File: src/rtl/mem_stage.sv
// mem_stage: MEM pipeline stage between EX and WB.
// Latches the EX payload and waits for the DCache data_ok of any request issued in EX.
// It holds the returned word if WB stalls, and forwards the raw read data to WB.
// Responses that belong to flushed instructions are counted and discarded.
//
// Ports:
//   clk, reset                    clock, synchronous active-high reset
//   es_to_ms_valid/es_to_ms_bus   EX -> MEM handshake and payload (bit 118 = req_sent)
//   ms_allowin                    MEM can accept from EX this cycle
//   ws_allowin                    WB can accept
//   ms_to_ws_valid/ms_to_ws_bus   MEM -> WB handshake and payload
//   data_data_ok/data_rdata       DCache response strobe and read data
//   ms_flush                      kill MEM contents this cycle
//   MEM_dest/MEM_result           forwarding info for ID
//   ms_load_block                 resident load: ID must stall on RAW to MEM_dest

package mem_stage_pkg;

  // EX -> MEM payload, MSB first
  typedef struct packed {
    logic        req_sent;
    logic        res_from_mem;
    logic [11:0] mem_inst;
    logic [31:0] rt_value;
    logic [1:0]  rdata_type;
    logic        ex;
    logic        gr_we;
    logic [4:0]  dest;
    logic [31:0] result;
    logic [31:0] pc;
  } es_to_ms_t;

  // MEM -> WB payload, MSB first
  typedef struct packed {
    logic        res_from_mem;
    logic [11:0] mem_inst;
    logic [31:0] rt_value;
    logic [31:0] data_rdata;
    logic [1:0]  rdata_type;
    logic        ex;
    logic        gr_we;
    logic [4:0]  dest;
    logic [31:0] result;
    logic [31:0] pc;
  } ms_to_ws_t;

endpackage

module mem_stage
  import mem_stage_pkg::*;
#(
  parameter int unsigned ES_TO_MS_BUS_WD = 119,
  parameter int unsigned MS_TO_WS_BUS_WD = 150,
  parameter int unsigned DROP_CNT_WD     = 2
) (
  input  logic                       clk,
  input  logic                       reset,
  input  logic                       es_to_ms_valid,
  input  logic [ES_TO_MS_BUS_WD-1:0] es_to_ms_bus,
  output logic                       ms_allowin,
  input  logic                       ws_allowin,
  output logic                       ms_to_ws_valid,
  output logic [MS_TO_WS_BUS_WD-1:0] ms_to_ws_bus,
  input  logic                       data_data_ok,
  input  logic [31:0]                data_rdata,
  input  logic                       ms_flush,
  output logic [4:0]                 MEM_dest,
  output logic [31:0]                MEM_result,
  output logic                       ms_load_block
);

  localparam logic [1:0] S_IDLE = 2'd0;
  localparam logic [1:0] S_WAIT = 2'd1;
  localparam logic [1:0] S_DONE = 2'd2;

  localparam logic [DROP_CNT_WD-1:0] DROP_MAX = '1;
  localparam logic [DROP_CNT_WD-1:0] DROP_ONE = DROP_CNT_WD'(1);

  logic                   ms_valid_q,  ms_valid_d;
  es_to_ms_t              bus_q,       bus_d;
  logic [1:0]             state_q,     state_d;
  logic [31:0]            rdata_buf_q, rdata_buf_d;
  logic [DROP_CNT_WD-1:0] drop_cnt_q,  drop_cnt_d;

  es_to_ms_t es_in;
  ms_to_ws_t ws_out;
  logic      ms_ready_go;
  logic      drop_ok;
  logic      cur_ok;
  logic      drop_inc;

  assign es_in = es_to_ms_bus;

  // Response classification: orphans are retired before the resident instruction sees any ok
  always_comb begin
    drop_ok     = data_data_ok & (drop_cnt_q != '0);
    cur_ok      = data_data_ok & (drop_cnt_q == '0) & (state_q == S_WAIT);
    ms_ready_go = 1'b1;
    if (state_q == S_WAIT) begin
      ms_ready_go = cur_ok;
    end
  end

  assign ms_allowin     = ~ms_valid_q | (ms_ready_go & ws_allowin);
  assign ms_to_ws_valid = ms_valid_q & ms_ready_go & ~ms_flush;

  // Next-state logic for valid, payload, response FSM, hold buffer and discard counter
  always_comb begin
    ms_valid_d  = ms_valid_q;
    bus_d       = bus_q;
    state_d     = state_q;
    rdata_buf_d = rdata_buf_q;
    drop_cnt_d  = drop_cnt_q;

    // A flushed instruction still waiting for its own ok leaves that ok orphaned
    drop_inc = ms_flush & ms_valid_q & (state_q == S_WAIT) & ~cur_ok;

    if (es_to_ms_valid & ms_allowin) begin
      bus_d = es_in;
    end

    if (ms_flush) begin
      ms_valid_d = 1'b0;
      state_d    = S_IDLE;
    end else if (ms_allowin) begin
      ms_valid_d = es_to_ms_valid;
      state_d    = (es_to_ms_valid & es_in.req_sent) ? S_WAIT : S_IDLE;
    end else if (cur_ok) begin
      // WB is stalled: park the word until it is taken
      rdata_buf_d = data_rdata;
      state_d     = S_DONE;
    end

    unique case ({drop_inc, drop_ok})
      2'b10: if (drop_cnt_q != DROP_MAX) drop_cnt_d = drop_cnt_q + DROP_ONE;
      2'b01: drop_cnt_d = drop_cnt_q - DROP_ONE;
      default: drop_cnt_d = drop_cnt_q;
    endcase
  end

  // State registers
  always_ff @(posedge clk) begin
    if (reset) begin
      ms_valid_q  <= 1'b0;
      bus_q       <= '0;
      state_q     <= S_IDLE;
      rdata_buf_q <= 32'd0;
      drop_cnt_q  <= '0;
    end else begin
      ms_valid_q  <= ms_valid_d;
      bus_q       <= bus_d;
      state_q     <= state_d;
      rdata_buf_q <= rdata_buf_d;
      drop_cnt_q  <= drop_cnt_d;
    end
  end

  // WB payload: read data passes straight through in WAIT, comes from the buffer in DONE
  always_comb begin
    ws_out.res_from_mem = bus_q.res_from_mem;
    ws_out.mem_inst     = bus_q.mem_inst;
    ws_out.rt_value     = bus_q.rt_value;
    ws_out.rdata_type   = bus_q.rdata_type;
    ws_out.ex           = bus_q.ex;
    ws_out.gr_we        = bus_q.gr_we;
    ws_out.dest         = bus_q.dest;
    ws_out.result       = bus_q.result;
    ws_out.pc           = bus_q.pc;
    ws_out.data_rdata   = 32'd0;
    if (bus_q.req_sent) begin
      ws_out.data_rdata = (state_q == S_DONE) ? rdata_buf_q : data_rdata;
    end
  end

  assign ms_to_ws_bus  = ws_out;
  assign MEM_dest      = (ms_valid_q & bus_q.gr_we) ? bus_q.dest : 5'd0;
  assign MEM_result    = bus_q.result;
  assign ms_load_block = ms_valid_q & bus_q.res_from_mem;

  // More orphans than the counter can track means the DCache protocol was broken
  drop_cnt_not_saturated: assert property (@(posedge clk) disable iff (reset)
    drop_cnt_q != DROP_MAX);

endmodule
File: config.mk
export PLATFORM = sky130hd
export DESIGN_NAME = mem_stage
export DESIGN_NICKNAME = d
export VERILOG_FILES = /design/src/rtl/mem_stage.sv
export SDC_FILE = /design/constraint.sdc
export NUM_CORES = 1
export LEC_CHECK = 0
export ABC_AREA = 1
export BUFFER_PORTS_ARGS = -buffer_cell sky130_fd_sc_hd__buf_2
export CAP_MARGIN = 10
export CORE_MARGIN = 1
export CORE_UTILIZATION = 44
export DETAILED_ROUTE_END_ITERATION = 8
export HOLD_SLACK_MARGIN = 0.03
export PLACE_DENSITY = 0.87
export SYNTH_ARGS = -nofsm -noshare
export SYNTH_HDL_FRONTEND = slang
export SYNTH_SLANG_ARGS = --single-unit
File: constraint.sdc
create_clock -name clk -period 1.34 [get_ports clk]
set_input_delay 0.268 -clock clk [delete_from_list [all_inputs] [get_ports clk]]
set_output_delay 0.268 -clock clk [all_outputs]
set_load 0.005 [all_outputs]
==> flow_metrics.env <==
export IMPL_violations="setup timing"
export IMPL_final_nets=1671
export IMPL_clock_power_share_pct=39.6
export IMPL_dpl_instance_area_mm2=0.009014
export IMPL_routed_length_per_placed_instance_um=18.01
export IMPL_ys_warn_count=0
export IMPL_chipWidth_um=137.7
export IMPL_via_density=5.117
export IMPL_worstHoldPathType="in2reg"
export IMPL_critical_path_reg2reg_endpoint="MEM_result[5]$_SDFFE_PP0P_"
export IMPL_ys_seq_area_share_pct=38.54
export IMPL_hold_slack_ns=0.05683
export IMPL_seq_power_share_pct=38.0
export IMPL_syn_instance_count=1237
export IMPL_critical_path_peak_fanout=7
export IMPL_detailedPlacementHpwl_mm=14.05
export IMPL_unrepaired_setup_endpoints_after_global_routing="true"
export IMPL_netlist_area_before_placement_mm2=0.008104
export IMPL_grt_pass1_vias=7973
export IMPL_ys_seq_elements=156
export IMPL_finalMaxSlewViolations=0
export IMPL_actual_slew_at_the_worst_max_slew_pin_ns=0.3475
export IMPL_fillers=1107
export IMPL_row_count=49
export IMPL_final_antenna_net_count=0
export IMPL_cp_arrival_ns=2.22
export IMPL_drc_errors=0
export IMPL_globalplace_congestion=0.8314
export IMPL_worstReg2RegStart="drop_cnt_q[1]$_SDFFE_PP0P_"
export IMPL_1st_pass_router_iterations=5
export IMPL_floorplan_io_pins=347
export IMPL_internal_power_mw=9.574
export IMPL_required_ns=1.67
export IMPL_power_frac_comb_pct=22.4
export IMPL_finalCritPeriodShare_pct=141.0
export IMPL_p_leak_nw=6.560
export IMPL_final_hold_viol_count=0
export IMPL_avgSynthCellArea_um2=6.551
export IMPL_chipHeight_um=137.7
export IMPL_routed_wl_mm=31.60
export IMPL_powerDensity_mw_per_mm2=1022
export IMPL_ctsRootBufferMaster="clkbuf_16"
export IMPL_grt_max_degree=58
export IMPL_switching_share_pct=28.55
export IMPL_num_antenna_cells=0
export IMPL_max_cap_violations=0
export IMPL_detailed_router_s_first_iteration_violation_count=472
export IMPL_run_status="complete, but fails checks"
export IMPL_globalRouteOverflowTotal=0
export IMPL_max_freq_mhz=529.2
export IMPL_hold_path_startpoint="es_to_ms_bus[104]"
export IMPL_port_buffers=346
export IMPL_layout_min_cycle_time_ns=1.890
export IMPL_drive_above_1_share_pct=56.16
export IMPL_final_core_util_pct=72.75
export IMPL_hold_path_cell_count=3
export IMPL_synth_distinct_cells=20
export IMPL_worst_setup_path_type="reg2reg"
export IMPL_worst_setup_slack_after_layout_ns=-0.5498
export IMPL_synth_net_count=1394
export IMPL_floorplan_core_area_mm2=0.01802
export IMPL_final_setup_viol_count=195
export IMPL_design_area_mm2=0.01311
export IMPL_grt_antenna_before_repair=0
export IMPL_setup_tns_ns=-75.55
export IMPL_clkTransAtPathRegs_ns=0.06
export IMPL_cts_root_to_sink_buffers=2
export IMPL_totalPowerFinal_mw=13.40
export IMPL_maximum_vdd_drop_v=0.0008561
export IMPL_worstRegToRegCells=13
export IMPL_worstSetupStartpointType="register"
export IMPL_setup_reg_to_reg_worst_slack_ns=-0.55
export IMPL_die_area_mm2=0.01897
export IMPL_area_growth_syn_to_layout_pct=61.82
export IMPL_net_switching_power_mw=3.826
export IMPL_grt_first_pass_wirelength_mm=39.78
export IMPL_timing_slew_headroom_pct=76.78
export IMPL_h_tree_depth=4
export IMPL_tritoncts_num_sinks=156
export IMPL_fin_skew_ns=0.008559
export IMPL_routed_via_count=8980
export IMPL_worst_skew_pair_late_latency_ns=0.42
export IMPL_tritoncts_num_buffers=17
export IMPL_initial_utilization_pct=44.96
export IMPL_cts_tree="yes"
export IMPL_hold_critical_path_endpoint="ms_to_ws_bus[136]$_SDFFE_PP0P_"
export IMPL_grtUsageTotal_pct=27.56
export IMPL_endpoint_kind="register"
## cells by family after synthesis
group                  share of synthesized area, %
AOI/OAI and AO/OA                             6.423
buffers and inverters                         26.08
and+or+nand+nor                               28.96
DFF                                           38.54
## worst max path at each step
stage / from / endpoint / slack, ns / cells after the start
after CTS: state_q[1]$_SDFFE_PP0P_ / ms_to_ws_bus[74] / -0.54 / 8
after global placement: state_q[1]$_SDFFE_PP0P_ / ms_to_ws_bus[85] / -0.12 / 7
after global routing: drop_cnt_q[1]$_SDFFE_PP0P_ / MEM_result[5]$_SDFFE_PP0P_ / -0.70 / 13
after detailed placement: state_q[1]$_SDFFE_PP0P_ / ms_to_ws_bus[75] / -0.18 / 7
after floorplan: state_q[1]$_SDFFE_PP0P_ / ms_to_ws_bus[88] / 0.008 / 6
final: drop_cnt_q[1]$_SDFFE_PP0P_ / MEM_result[5]$_SDFFE_PP0P_ / -0.55 / 13
## layout make-up
class                   count  area [um2]  share of cell area (%)
clock inverters            12       182.7                   1.393
inverters                 161       611.8                   4.666
well taps                 229       286.5                   2.185
repair buffers            471        3995                   30.46
multi-input cells         707        4449                   33.93
flip-flops and latches    156        3136                   23.91
clock buffers              19       452.9                   3.454
## worst max-delay path, stage by stage, from the launching register on
cell,delay (ns)
dfxtp_2,0.34
nor2_4,0.13
nand2_2,0.08
buf_6,0.12
nand3_4,0.07
buf_6,0.12
nand3_4,0.09
buf_12,0.16
buf_12,0.12
buf_12,0.14
buf_12,0.14
nand2_4,0.05
nand2_2,0.04
nor2_1,0.19
## Yosys cell counts, drive strengths merged
library cell | count | share of area, %
nand2 | 281 | 13
nor2 | 280 | 13
buf | 188 | 17
inv | 160 | 7.4
dfxtp | 156 | 39
a21oi | 69 | 4.3
nand3 | 37 | 2.4
o21ai | 35 | 2.2
clkbuf | 26 | 1.2
nand3b | 2 | 0.19
and2 | 1 | 0.077
clkinv | 1 | 0.046
nor3b | 1 | 0.093
## power groups by stage
stage          sequential [mW]  clock, mW  combinational, mW
2_1_floorplan             5.14          0               1.35
3_3_place_gp              5.16          0               1.66
3_5_place_dp              5.17          0               1.71
4_1_cts                   5.07       5.28               2.56
5_1_grt                   5.12       5.55               3.21
6_report                  5.09       5.31               2.99
## routing by layer
layer	GRT usage, %	part of all wire [%]
met5	0	0
met4	16.06	6.7
met3	6.880	7.4
met2	51.26	53
met1	27.62	33
## through the flow
step | setup slack, ns | std cells
2_1_floorplan | 0.008063 | 1237
3_3_place_gp | -0.1170 | 1630
3_5_place_dp | -0.1782 | 1630
4_1_cts | -0.5441 | 1749
5_1_grt | -0.7023 | 1755
6_report | -0.5498 | 1755
## state kept, by name, summed over array words and instances (netlist names)
signal        cells
ms_valid_q        1
MEM_result       32
bus_q             1
ms_to_ws_bus     86
state_q           2
rdata_buf_q      32
drop_cnt_q        2
## layout by cell type, fill, tap and decap left out, types with 2 or more instances in the layout
master / count
o21ai_1: 15
o21ai_2: 11
inv_2: 4
buf_12: 35
nand2_4: 52
nand3_2: 19
o21ai_0: 3
nor2_1: 162
nand3_4: 8
a21oi_2: 38
inv_6: 5
bufinv_16: 4
buf_8: 18
dfxtp_4: 2
clkinvlp_4: 3
dfxtp_2: 4
nor2_4: 42
nand2_2: 86
inv_1: 155
buf_16: 27
dfxtp_1: 150
buf_2: 344
nor2_2: 76
nand3_1: 11
nand2_1: 142
nand3b_1: 2
a21oi_1: 29
a21oi_4: 2
clkbuf_8: 2
buf_4: 14
o21ai_4: 6
clkbuf_16: 23
buf_6: 27
## timing repair
| item | CTS | global route |
|---|---|---|
| pin swaps | 91 | 97 |
| hold buffers | 0 | 0 |
| gates cloned | 41 | 7 |
| hold endpoints to repair | 0 | 0 |
| endpoints found under the setup margin | 186 | 194 |
| resized for setup | 300 | 335 |
| buffers inserted | 62 | 22 |
Note: power is estimated with default switching activity, not from simulation.
